### src/rtl/memory_stage.sv
// Memory stage of an in-order pipeline: drives a valid/ready data-memory port for loads and
// stores, stalls upstream while an access is in flight and registers results for writeback.
module memory_stage (
  input  logic        clk,
  input  logic        rst_n,
  input  logic [31:0] in_reg_pc,
  input  logic [31:0] in_alu_out,
  input  logic [31:0] in_rs2_data,
  input  logic [3:0]  in_mem_op,
  input  logic        in_rf_wen,
  input  logic [3:0]  in_wb_sel,
  input  logic [4:0]  in_wb_addr,
  input  logic [2:0]  in_csr_cmd,
  input  logic        in_jmp_flg,
  input  logic [31:0] in_imm_i,
  input  logic [31:0] in_op1_data,
  input  logic        in_inst_is_ecall,
  input  logic        flush,
  output logic        mem_stall,
  output logic        dmem_valid,
  input  logic        dmem_ready,
  output logic [31:0] dmem_addr,
  output logic        dmem_wen,
  output logic [3:0]  dmem_wmask,
  output logic [31:0] dmem_wdata,
  input  logic        dmem_rvalid,
  input  logic [31:0] dmem_rdata,
  output logic [31:0] out_reg_pc,
  output logic [31:0] out_alu_out,
  output logic [31:0] out_mem_rdata,
  output logic        out_rf_wen,
  output logic [3:0]  out_wb_sel,
  output logic [4:0]  out_wb_addr,
  output logic [2:0]  out_csr_cmd,
  output logic        out_jmp_flg,
  output logic [31:0] out_imm_i,
  output logic [31:0] out_op1_data,
  output logic        out_inst_is_ecall,
  output logic        out_misalign
);

  localparam logic [3:0] OpSb  = 4'd1;
  localparam logic [3:0] OpSh  = 4'd2;
  localparam logic [3:0] OpSw  = 4'd3;
  localparam logic [3:0] OpLb  = 4'd4;
  localparam logic [3:0] OpLbu = 4'd5;
  localparam logic [3:0] OpLh  = 4'd6;
  localparam logic [3:0] OpLhu = 4'd7;
  localparam logic [3:0] OpLw  = 4'd8;

  typedef enum logic [1:0] {StIdle, StReq, StResp} state_e;

  typedef struct packed {
    logic [31:0] pc;
    logic [31:0] alu;
    logic [31:0] rs2;
    logic [3:0]  mem_op;
    logic        rf_wen;
    logic [3:0]  wb_sel;
    logic [4:0]  wb_addr;
    logic [2:0]  csr_cmd;
    logic        jmp_flg;
    logic [31:0] imm;
    logic [31:0] op1;
    logic        ecall;
  } instr_t;

  typedef struct packed {
    logic [31:0] pc;
    logic [31:0] alu;
    logic [31:0] rdata;
    logic        rf_wen;
    logic [3:0]  wb_sel;
    logic [4:0]  wb_addr;
    logic [2:0]  csr_cmd;
    logic        jmp_flg;
    logic [31:0] imm;
    logic [31:0] op1;
    logic        ecall;
    logic        misalign;
  } out_t;

  function automatic out_t pass_through(input instr_t i);
    out_t o;
    o          = '0;
    o.pc       = i.pc;
    o.alu      = i.alu;
    o.rf_wen   = i.rf_wen;
    o.wb_sel   = i.wb_sel;
    o.wb_addr  = i.wb_addr;
    o.csr_cmd  = i.csr_cmd;
    o.jmp_flg  = i.jmp_flg;
    o.imm      = i.imm;
    o.op1      = i.op1;
    o.ecall    = i.ecall;
    return o;
  endfunction

  state_e state_q, state_d;
  instr_t hold_q, hold_d, in_s, src;
  out_t   out_q, out_d;
  logic   kill_q, kill_d;

  logic        is_store, is_load, valid_op, misalign;
  logic        issue, accept, complete, kill;
  logic [1:0]  a;
  logic [7:0]  lb;
  logic [15:0] lh;
  logic [31:0] load_data;

  assign in_s = '{pc: in_reg_pc, alu: in_alu_out, rs2: in_rs2_data, mem_op: in_mem_op,
                  rf_wen: in_rf_wen, wb_sel: in_wb_sel, wb_addr: in_wb_addr,
                  csr_cmd: in_csr_cmd, jmp_flg: in_jmp_flg, imm: in_imm_i,
                  op1: in_op1_data, ecall: in_inst_is_ecall};

  // Once a request is out, the request fields come from the hold registers so they stay stable.
  always_comb begin
    src      = (state_q == StIdle) ? in_s : hold_q;
    a        = src.alu[1:0];
    is_store = (src.mem_op >= OpSb) && (src.mem_op <= OpSw);
    is_load  = (src.mem_op >= OpLb) && (src.mem_op <= OpLw);
    valid_op = is_store || is_load;
    case (src.mem_op)
      OpSh, OpLh, OpLhu: misalign = a[0];
      OpSw, OpLw:        misalign = |a;
      default:           misalign = 1'b0;
    endcase
  end

  always_comb begin
    dmem_addr = {src.alu[31:2], 2'b00};
    dmem_wen  = is_store;
    case (src.mem_op)
      OpSb: begin
        dmem_wmask = 4'b0001 << a;
        dmem_wdata = {4{src.rs2[7:0]}};
      end
      OpSh: begin
        dmem_wmask = a[1] ? 4'b1100 : 4'b0011;
        dmem_wdata = {2{src.rs2[15:0]}};
      end
      OpSw: begin
        dmem_wmask = 4'b1111;
        dmem_wdata = src.rs2;
      end
      default: begin
        dmem_wmask = 4'b0000;
        dmem_wdata = 32'h0;
      end
    endcase
  end

  always_comb begin
    lb = 8'(dmem_rdata >> {a, 3'b000});
    lh = a[1] ? dmem_rdata[31:16] : dmem_rdata[15:0];
    case (src.mem_op)
      OpLb:    load_data = {{24{lb[7]}}, lb};
      OpLbu:   load_data = {24'h0, lb};
      OpLh:    load_data = {{16{lh[15]}}, lh};
      OpLhu:   load_data = {16'h0, lh};
      OpLw:    load_data = dmem_rdata;
      default: load_data = 32'h0;
    endcase
  end

  always_comb begin
    issue      = (state_q == StIdle) && valid_op && !misalign && !flush;
    dmem_valid = issue || (state_q == StReq);
    accept     = dmem_valid && dmem_ready;
    complete   = (accept && (is_store || dmem_rvalid)) || ((state_q == StResp) && dmem_rvalid);
    kill       = flush || kill_q;
    mem_stall  = (dmem_valid || (state_q == StResp)) && !complete;
  end

  always_comb begin
    state_d = state_q;
    hold_d  = hold_q;
    case (state_q)
      StIdle: begin
        if (issue) begin
          hold_d = in_s;
          if (complete)    state_d = StIdle;
          else if (accept) state_d = StResp;
          else             state_d = StReq;
        end
      end
      StReq: begin
        if (accept)     state_d = complete ? StIdle : StResp;
        else if (flush) state_d = StIdle;
      end
      StResp: begin
        if (dmem_rvalid) state_d = StIdle;
      end
      default: state_d = StIdle;
    endcase
    // A flushed access still in flight must drain its response and then retire as a bubble.
    kill_d = (state_d != StIdle) && (kill_q || flush);
  end

  always_comb begin
    out_d = '0;
    if ((state_q == StIdle) && !issue) begin
      if (!flush) begin
        out_d          = pass_through(in_s);
        out_d.misalign = valid_op && misalign;
        out_d.rf_wen   = in_s.rf_wen && !(valid_op && misalign);
      end
    end else if (complete && !kill) begin
      out_d       = pass_through(src);
      out_d.rdata = load_data;
    end
  end

  always_ff @(posedge clk or negedge rst_n) begin
    if (!rst_n) begin
      state_q <= StIdle;
      kill_q  <= 1'b0;
      hold_q  <= '0;
      out_q   <= '0;
    end else begin
      state_q <= state_d;
      kill_q  <= kill_d;
      hold_q  <= hold_d;
      out_q   <= out_d;
    end
  end

  assign out_reg_pc        = out_q.pc;
  assign out_alu_out       = out_q.alu;
  assign out_mem_rdata     = out_q.rdata;
  assign out_rf_wen        = out_q.rf_wen;
  assign out_wb_sel        = out_q.wb_sel;
  assign out_wb_addr       = out_q.wb_addr;
  assign out_csr_cmd       = out_q.csr_cmd;
  assign out_jmp_flg       = out_q.jmp_flg;
  assign out_imm_i         = out_q.imm;
  assign out_op1_data      = out_q.op1;
  assign out_inst_is_ecall = out_q.ecall;
  assign out_misalign      = out_q.misalign;

endmodule
### config.mk
export PLATFORM = sky130hd
export DESIGN_NAME = memory_stage
export DESIGN_NICKNAME = d
export VERILOG_FILES = /design/src/rtl/memory_stage.sv
export SDC_FILE = /design/constraint.sdc
export NUM_CORES = 1
export LEC_CHECK = 0
export ABC_AREA = 1
export ABC_CLOCK_PERIOD_IN_PS = 5000
export BUFFER_PORTS_ARGS = -buffer_cell sky130_fd_sc_hd__buf_2
export CORE_MARGIN = 8
export CORE_UTILIZATION = 56
export DETAILED_ROUTE_END_ITERATION = 6
export PLACE_DENSITY = 0.82
export SYNTH_ARGS = -nofsm -noshare
export SYNTH_HDL_FRONTEND = slang
export SYNTH_SLANG_ARGS = --single-unit
### constraint.sdc
create_clock -name clk -period 5 [get_ports clk]
set_clock_uncertainty 0.05 [all_clocks]
set_input_delay 0.25 -clock clk [delete_from_list [all_inputs] [get_ports clk]]
set_output_delay 0.25 -clock clk [all_outputs]
set_load 0.02 [all_outputs]
## After elaboration in Yosys (flattened, before gate mapping)

Cells that the tools add are included.

- Register bits: 358
- Word-level logic and storage cells: 92
- Input port bits: 216

- Mux-type cells: 18
- Magnitude comparators: 4
- Reductions and logical operators: 32
- Shift operators: 2
- Equality and inequality tests: 10

Operators with widths:

| kind | number |
|---|---|
| 176-bit 2-to-1 mux | 3 |
| 179-bit 2-to-1 mux | 1 |
| 32-bit one-hot mux with 5 select lines | 1 |
| 32-bit one-hot mux with 3 select lines | 1 |
| 32-bit by 5-bit >> shifter with 8-bit output | 1 |
| 4-bit by 3-bit == test with 1-bit output, second input constant | 4 |
| 16-bit 2-to-1 mux | 1 |
| 1-bit logical AND | 14 |
| 2-bit 2-to-1 mux | 7 |
| 4-bit one-hot mux with 3 select lines | 1 |
| 4-bit by 2-bit == test with 1-bit output, second input constant | 2 |
| 1-bit zero test | 6 |
| 1-bit logical OR | 6 |
| 2-bit one-hot mux with 3 select lines | 1 |
| 4-bit by 1-bit == test with 1-bit output, second input constant | 1 |
| 4-bit == test, second input constant | 1 |
| 4-bit by 1-bit >= comparator with 1-bit output, second input constant | 1 |
| 4-bit by 3-bit >= comparator with 1-bit output, second input constant | 1 |
| 4-bit by 2-bit <= comparator with 1-bit output, second input constant | 1 |
| 4-bit <= comparator, second input constant | 1 |
| 4-bit 2-to-1 mux | 1 |
| 2-bit OR reduction | 2 |
| 1-bit by 2-bit << shifter with 4-bit output, first input constant | 1 |
| 3-bit OR reduction | 1 |
| other kinds (6) | 6 |

## Logic depth before layout (Yosys ltp)

- Depth after elaboration: 17
- Gate-level depth with buffers: 17
- Depth with buffers taken out: 15

## Worst setup path before layout

No wires, ideal clock.

- Path kind: reg-to-output
- From: register state_q[0]
- To: output mem_stall
- Required time: 4.700 ns
- Data arrival time: 2.194 ns
- Stages on the path, launching flop included: 14
- Path buffers: 2
- Slack: 2.506 ns
- Cells stage by stage: dfrtp_1 > nor2_2 > buf_6 > nand2_1 > nand2_1 > nand2_1 > nand2_4 > inv_1 > nor2_1 > inv_1 > nand3_1 > nand2_2 > clkbuf_1 > a31oi_1

- Longest elaborated chain between the ends: 14
- Elaborated cells on any way between the ends: 33
- Those cells by class: 4 x order compare; 7 x eq/ne; 2 x mux; 20 x reduce/logical

Ends and longest elaborated chain:

| what | line | source |
|---|---|---|
| start, declared | 99 | `state_e state_q, state_d;` |
| start signal, assigned | 216 | `state_q <= StIdle;` |
| start signal, assigned | 221 | `state_q <= state_d;` |
| 2-bit zero test (*) | 118 | `src = (state_q == StIdle) ? in_s : hold_q;` |
| 179-bit 2-to-1 mux (*) | 118 |  |
| 4-bit by 1-bit >= comparator with 1-bit output / 4-bit by 2-bit <= comparator with 1-bit output (equally long branches) | 120 | `is_store = (src.mem_op >= OpSb) && (src.mem_op <= OpSw);` |
| 1-bit logical AND (*) | 120 |  |
| named net dmem_wen | 23 | `output logic dmem_wen,` |
| 1-bit logical OR | 122 | `valid_op = is_store \|\| is_load;` |
| 1-bit logical AND (3 in a row) | 167 | `issue = (state_q == StIdle) && valid_op && !misalign && !flush;` |
| 1-bit logical OR | 168 | `dmem_valid = issue \|\| (state_q == StReq);` |
| 1-bit logical AND | 169 | `accept = dmem_valid && dmem_ready;` |
| 1-bit logical AND | 170 | `complete = (accept && (is_store \|\| dmem_rvalid)) \|\| ((state_q == StResp) && dmem_rvalid);` |
| 1-bit logical OR | 170 |  |
| 1-bit zero test | 172 | `mem_stall = (dmem_valid \|\| (state_q == StResp)) && !complete;` |
| 1-bit logical AND (*) | 172 |  |
| end, declared | 19 | `output logic mem_stall,` |

The timed path passes the listed nets; every way through them passes the cells marked *.

## Final worst setup path

- From: register state_q[0]
- To: output mem_stall

- Longest elaborated chain between the ends: 14
- Elaborated cells on any way between the ends: 33
- Those cells by class: 4 x order compare; 7 x eq/ne; 2 x mux; 20 x reduce/logical

Ends and longest elaborated chain:

| what | line | source |
|---|---|---|
| 2-bit zero test | 118, 167 |  |
| 179-bit 2-to-1 mux | 118 |  |
| 4-bit by 3-bit == test with 1-bit output, or another cell as far along | 123 | `case (src.mem_op)` |
| 3-bit OR reduction, or another cell as far along | 123 |  |
| 1-bit one-hot mux with 2 select lines / 1-bit logical OR (equally long branches) | 123, 122 |  |
| 1-bit zero test / 1-bit logical AND (equally long branches) | 167 |  |
| 1-bit logical AND (2 in a row) | 167 |  |
| 1-bit logical OR | 168 |  |
| 1-bit logical AND | 169 |  |
| 1-bit logical AND | 170 |  |
| 1-bit logical OR | 170 |  |
| 1-bit zero test | 172 |  |
| 1-bit logical AND (*) | 172 |  |

Mark *: on every way between the ends. The rest lies on a longest branch, timed or not.

==> results.sh <==
export IMPL_yosysUniqueCellTypes=40
export IMPL_rrSetupSlack_ns=1.41
export IMPL_cp_top_family="simple AND/OR/NAND/NOR gates"
export IMPL_port_buffers=460
export IMPL_grt_pass1_vias=16774
export IMPL_cts_tree="built"
export IMPL_die_y_um=186
export IMPL_synth_area_per_cell_um2=8.43
export IMPL_cts_sinks=358
export IMPL_synth_area_mm2=0.0162
export IMPL_power_frac_comb=0.461
export IMPL_crit_path_end_kind="output pin"
export IMPL_vias=16535
export IMPL_start_util=0.567
export IMPL_final_cells=2929
export IMPL_initialDrtViolationCount=1745
export IMPL_fp_dieW_um=186
export IMPL_ys_ff_latch=358
export IMPL_r2r_end="out_wb_sel[0]"
export IMPL_wl_um=58100
export IMPL_wl_per_cell_um=19.8
export IMPL_critPathBufInv=3
export IMPL_final_hold_viol_count=0
export IMPL_cts_setup_buffers=0
export IMPL_num_rows=62
export IMPL_reg2regPathDepth=14
export IMPL_cts_buffer_depth=3
export IMPL_worstHoldEndpoint="out_mem_rdata[16]"
export IMPL_pin_count=463
export IMPL_die_area_mm2=0.0346
export IMPL_netSwitchingFraction=0.445
export IMPL_antenna_found_initial=10
export IMPL_gp_congestion=0.937
export IMPL_worst_path_max_fanout=84
export IMPL_r2r_start="state_q[0]"
export IMPL_cts_root_buf="clkbuf_16"
export IMPL_seq_area_frac_synth=0.554
export IMPL_hp_start="dmem_rdata[16]"
export IMPL_worstMarginPinSlew_ns=1.18
export IMPL_max_stage_delay_ns=0.70
export IMPL_max_freq_ghz=0.255
export IMPL_syn_inst=1918
export IMPL_cts_inserted_buffers=38
export IMPL_cp_start_kind="flop"
export IMPL_yosys_warnings=0
export IMPL_peakVddDrop_mv=0.608
export IMPL_cp_common_cell="nand2_1"
export IMPL_seq_power_share=0.340
export IMPL_finalCriticalPeriod_ns=3.92
export IMPL_core_mm2=0.0285
export IMPL_grt_start_max_net_pins=278
export IMPL_setup_viol=0
export IMPL_n_fill_cell=1946
export IMPL_drcViolationCount=0
export IMPL_worstSetupPathType="reg -> out"
export IMPL_htree_levels=2
export IMPL_leakagePower_nw=11.3
export IMPL_viasPerCell=5.65
export IMPL_syn2layout_area_growth_pct=34.0
export IMPL_hold_depth=3
export IMPL_fin_setup_tns_ns=0
export IMPL_regArea_mm2=0.00896
export IMPL_p_int_mw=7.25
export IMPL_p_switching_mw=5.82
export IMPL_cp_data_arrival_time_ns=3.62
export IMPL_max_cap_violations=0
export IMPL_power_frac_clock=0.200
export IMPL_ant_nets=0
export IMPL_nNetsFinal=2730
export IMPL_fin_crit_sh=0.784
export IMPL_crit_required_ns=4.70
export IMPL_clk_pin_slew_ns=0.06
export IMPL_crit_slowest_cell="buf_4"
export IMPL_cts_resized=0
export IMPL_multi_input_area_mm2=0.00608
export IMPL_dp_cells=2657
export IMPL_p_per_area_mw_per_mm2=603
export IMPL_min_path_type="in -> reg"
export IMPL_cp_cell_sequence="nor2_4 -> nand2_1 -> o21ai_1 -> nand3_1 -> nand2_1 -> nand2_1 -> nand2_2 -> nor2_4 -> inv_2 -> buf_4 -> a31oi_1 -> buf_2"
export IMPL_dr_pass1_iters=6
export IMPL_outcome="completed"
export IMPL_drive_gt1_frac=0.224
export IMPL_rsz0062_at_grt="false"
export IMPL_max_slew_margin=0.213
export IMPL_dp_hpwl_um=36200
export IMPL_grt_pass1_wl_um=89900
export IMPL_slew_viol_final=0
export IMPL_clk_latency_ns=0.52
export IMPL_track_usage=0.329
export IMPL_overflow=0
-- placed cells by master, fill, tap and decap left out, types with 11 or more instances in the layout --
master | netlist | final
nand3_1 | 38 | 38
o21ai_2 | 22 | 22
a21oi_1 | 24 | 24
nand2_1 | 696 | 695
o21ai_0 | 253 | 253
diode_2 | 0 | 13
clkbuf_1 | 62 | 11
a22oi_1 | 81 | 81
clkbuf_16 | 0 | 39
o21a_1 | 32 | 32
nor2_1 | 72 | 71
buf_4 | 17 | 13
buf_2 | 34 | 459
dfrtp_1 | 358 | 358
dlygate4sd3_1 | 0 | 201
inv_1 | 138 | 138
o21ai_1 | 23 | 23
-- synthesized netlist by cell type --
library cell	n	area, um2
buf_4	17	128
nor2_4	1	11.3
inv_1	138	518
nor2_8	1	20.0
inv_2	2	7.51
a221oi_1	2	17.5
buf_1	1	3.75
dfrtp_1	358	8960
a211oi_1	6	45.0
o21ai_4	2	32.5
a21oi_1	24	120
nor2_2	2	12.5
nor2_1	72	270
conb_1	1	3.75
nand2_4	4	45.0
nand2_2	4	25.0
nand3_1	38	190
a31oi_1	1	6.26
a21oi_2	3	26.3
nand3_2	1	10.0
o21ai_1	23	115
mux2i_1	1	10.0
o221ai_1	1	8.76
or2_2	1	6.26
o211ai_1	10	75.1
o21a_1	32	240
buf_6	8	90.1
nand4_1	1	6.26
o21ai_0	253	1270
nor3_1	3	15.0
clkinv_1	2	7.51
o21ai_2	22	193
o31ai_1	1	7.51
nand2_1	696	2610
a22oi_1	81	608
buf_2	34	170
o22ai_1	7	43.8
or4_1	1	7.51
o2bb2ai_1	1	8.76
clkbuf_1	62	233
-- metrics by stage --
step | hold slack (ns) | util | setup WS, ns | power, mW | instance area [um2]
after floorplan | -0.0956 | - | 2.51 | 8.34 | 16200
after global placement | 0.382 | 0.649 | 1.67 | 9.93 | 18500
after detailed placement | 0.376 | 0.649 | 1.53 | 10.1 | 18500
after CTS | 0.00280 | 0.758 | 1.09 | 12.9 | 21600
after global routing | 0.00754 | 0.759 | 0.751 | 13.9 | 21700
final | 0.0173 | 0.759 | 1.08 | 13.1 | 21700
-- power by group through the flow --
stage	combinational (mW)	clock, mW	sequential [mW]
CTS	5.86	2.63	4.39
global placement	5.53	0	4.40
detailed placement	5.70	0	4.42
floorplan	3.57	0	4.77
finish	6.02	2.61	4.44
global route	6.57	2.77	4.53
-- worst reg2reg max path, delay by kind of cell, from the launching register on --
kind	cells	cell delay, ns
and+or+nand+nor	10	2.10
buffers and inverters	2	0.55
DFF	1	0.44
AOI/OAI and AO/OA	2	0.35
-- cell type report --
| type | count | share of cell area |
|---|---|---|
| sequential | 358 | 0.413 |
| multi-input combinational | 1297 | 0.280 |
| timing repair buffer | 677 | 0.207 |
| clock buffer | 53 | 0.0488 |
| inverter | 142 | 0.0246 |
| tap | 384 | 0.0222 |
| clock inverter | 5 | 0.00248 |
| antenna | 13 | 0.00150 |
-- what timing repair did --
| item | CTS | global route |
|---|---|---|
| endpoints found under the setup margin | 0 | 0 |
| hold buffers | 201 | 0 |
| hold endpoints to repair | 464 | 0 |
-- flip-flops by register name, summed over array words and instances (netlist names) --
| register | cells |
|---|---|
| out_mem_rdata | 32 |
| hold_q | 179 |
| state_q | 2 |
| out_reg_pc | 32 |
| out_imm_i | 32 |
| out_csr_cmd | 3 |
| out_rf_wen | 1 |
| out_inst_is_ecall | 1 |
| out_wb_sel | 4 |
| out_jmp_flg | 1 |
| out_wb_addr | 5 |
| out_op1_data | 32 |
| kill_q | 1 |
| out_alu_out | 32 |
| out_misalign | 1 |
-- kinds of logic after synthesis --
logic type	after synthesis	share of synthesized area
AOI/OAI and AO/OA	469	0.174
and+or+nand+nor	825	0.200
other	1	0.000232
DFF	358	0.554
buffers and inverters	264	0.0716
muxes	1	0.000619
-- metal layers --
| layer | part of all wire | global-route usage | vias to the layer above |
|---|---|---|---|
| li1 | - | - | 7379 |
| met1 | 0.36 | 0.401 | 7853 |
| met2 | 0.49 | 0.547 | 1069 |
| met3 | 0.10 | 0.0765 | 230 |
| met4 | 0.051 | 0.160 | 4 |
| met5 | 0.00043 | 0 | - |
-- worst max-delay path by stage --
stage	startpoint	to	slack, ns	cells past startpoint
floorplan	state_q[0]	mem_stall	2.51	13
global placement	state_q[0]	out_rf_wen	1.67	14
detailed placement	state_q[0]	out_imm_i[16]	1.53	13
CTS	state_q[0]	mem_stall	1.09	12
global route	state_q[0]	mem_stall	0.75	12
finish	state_q[0]	mem_stall	1.08	12
(Power assumes the default switching activity.)
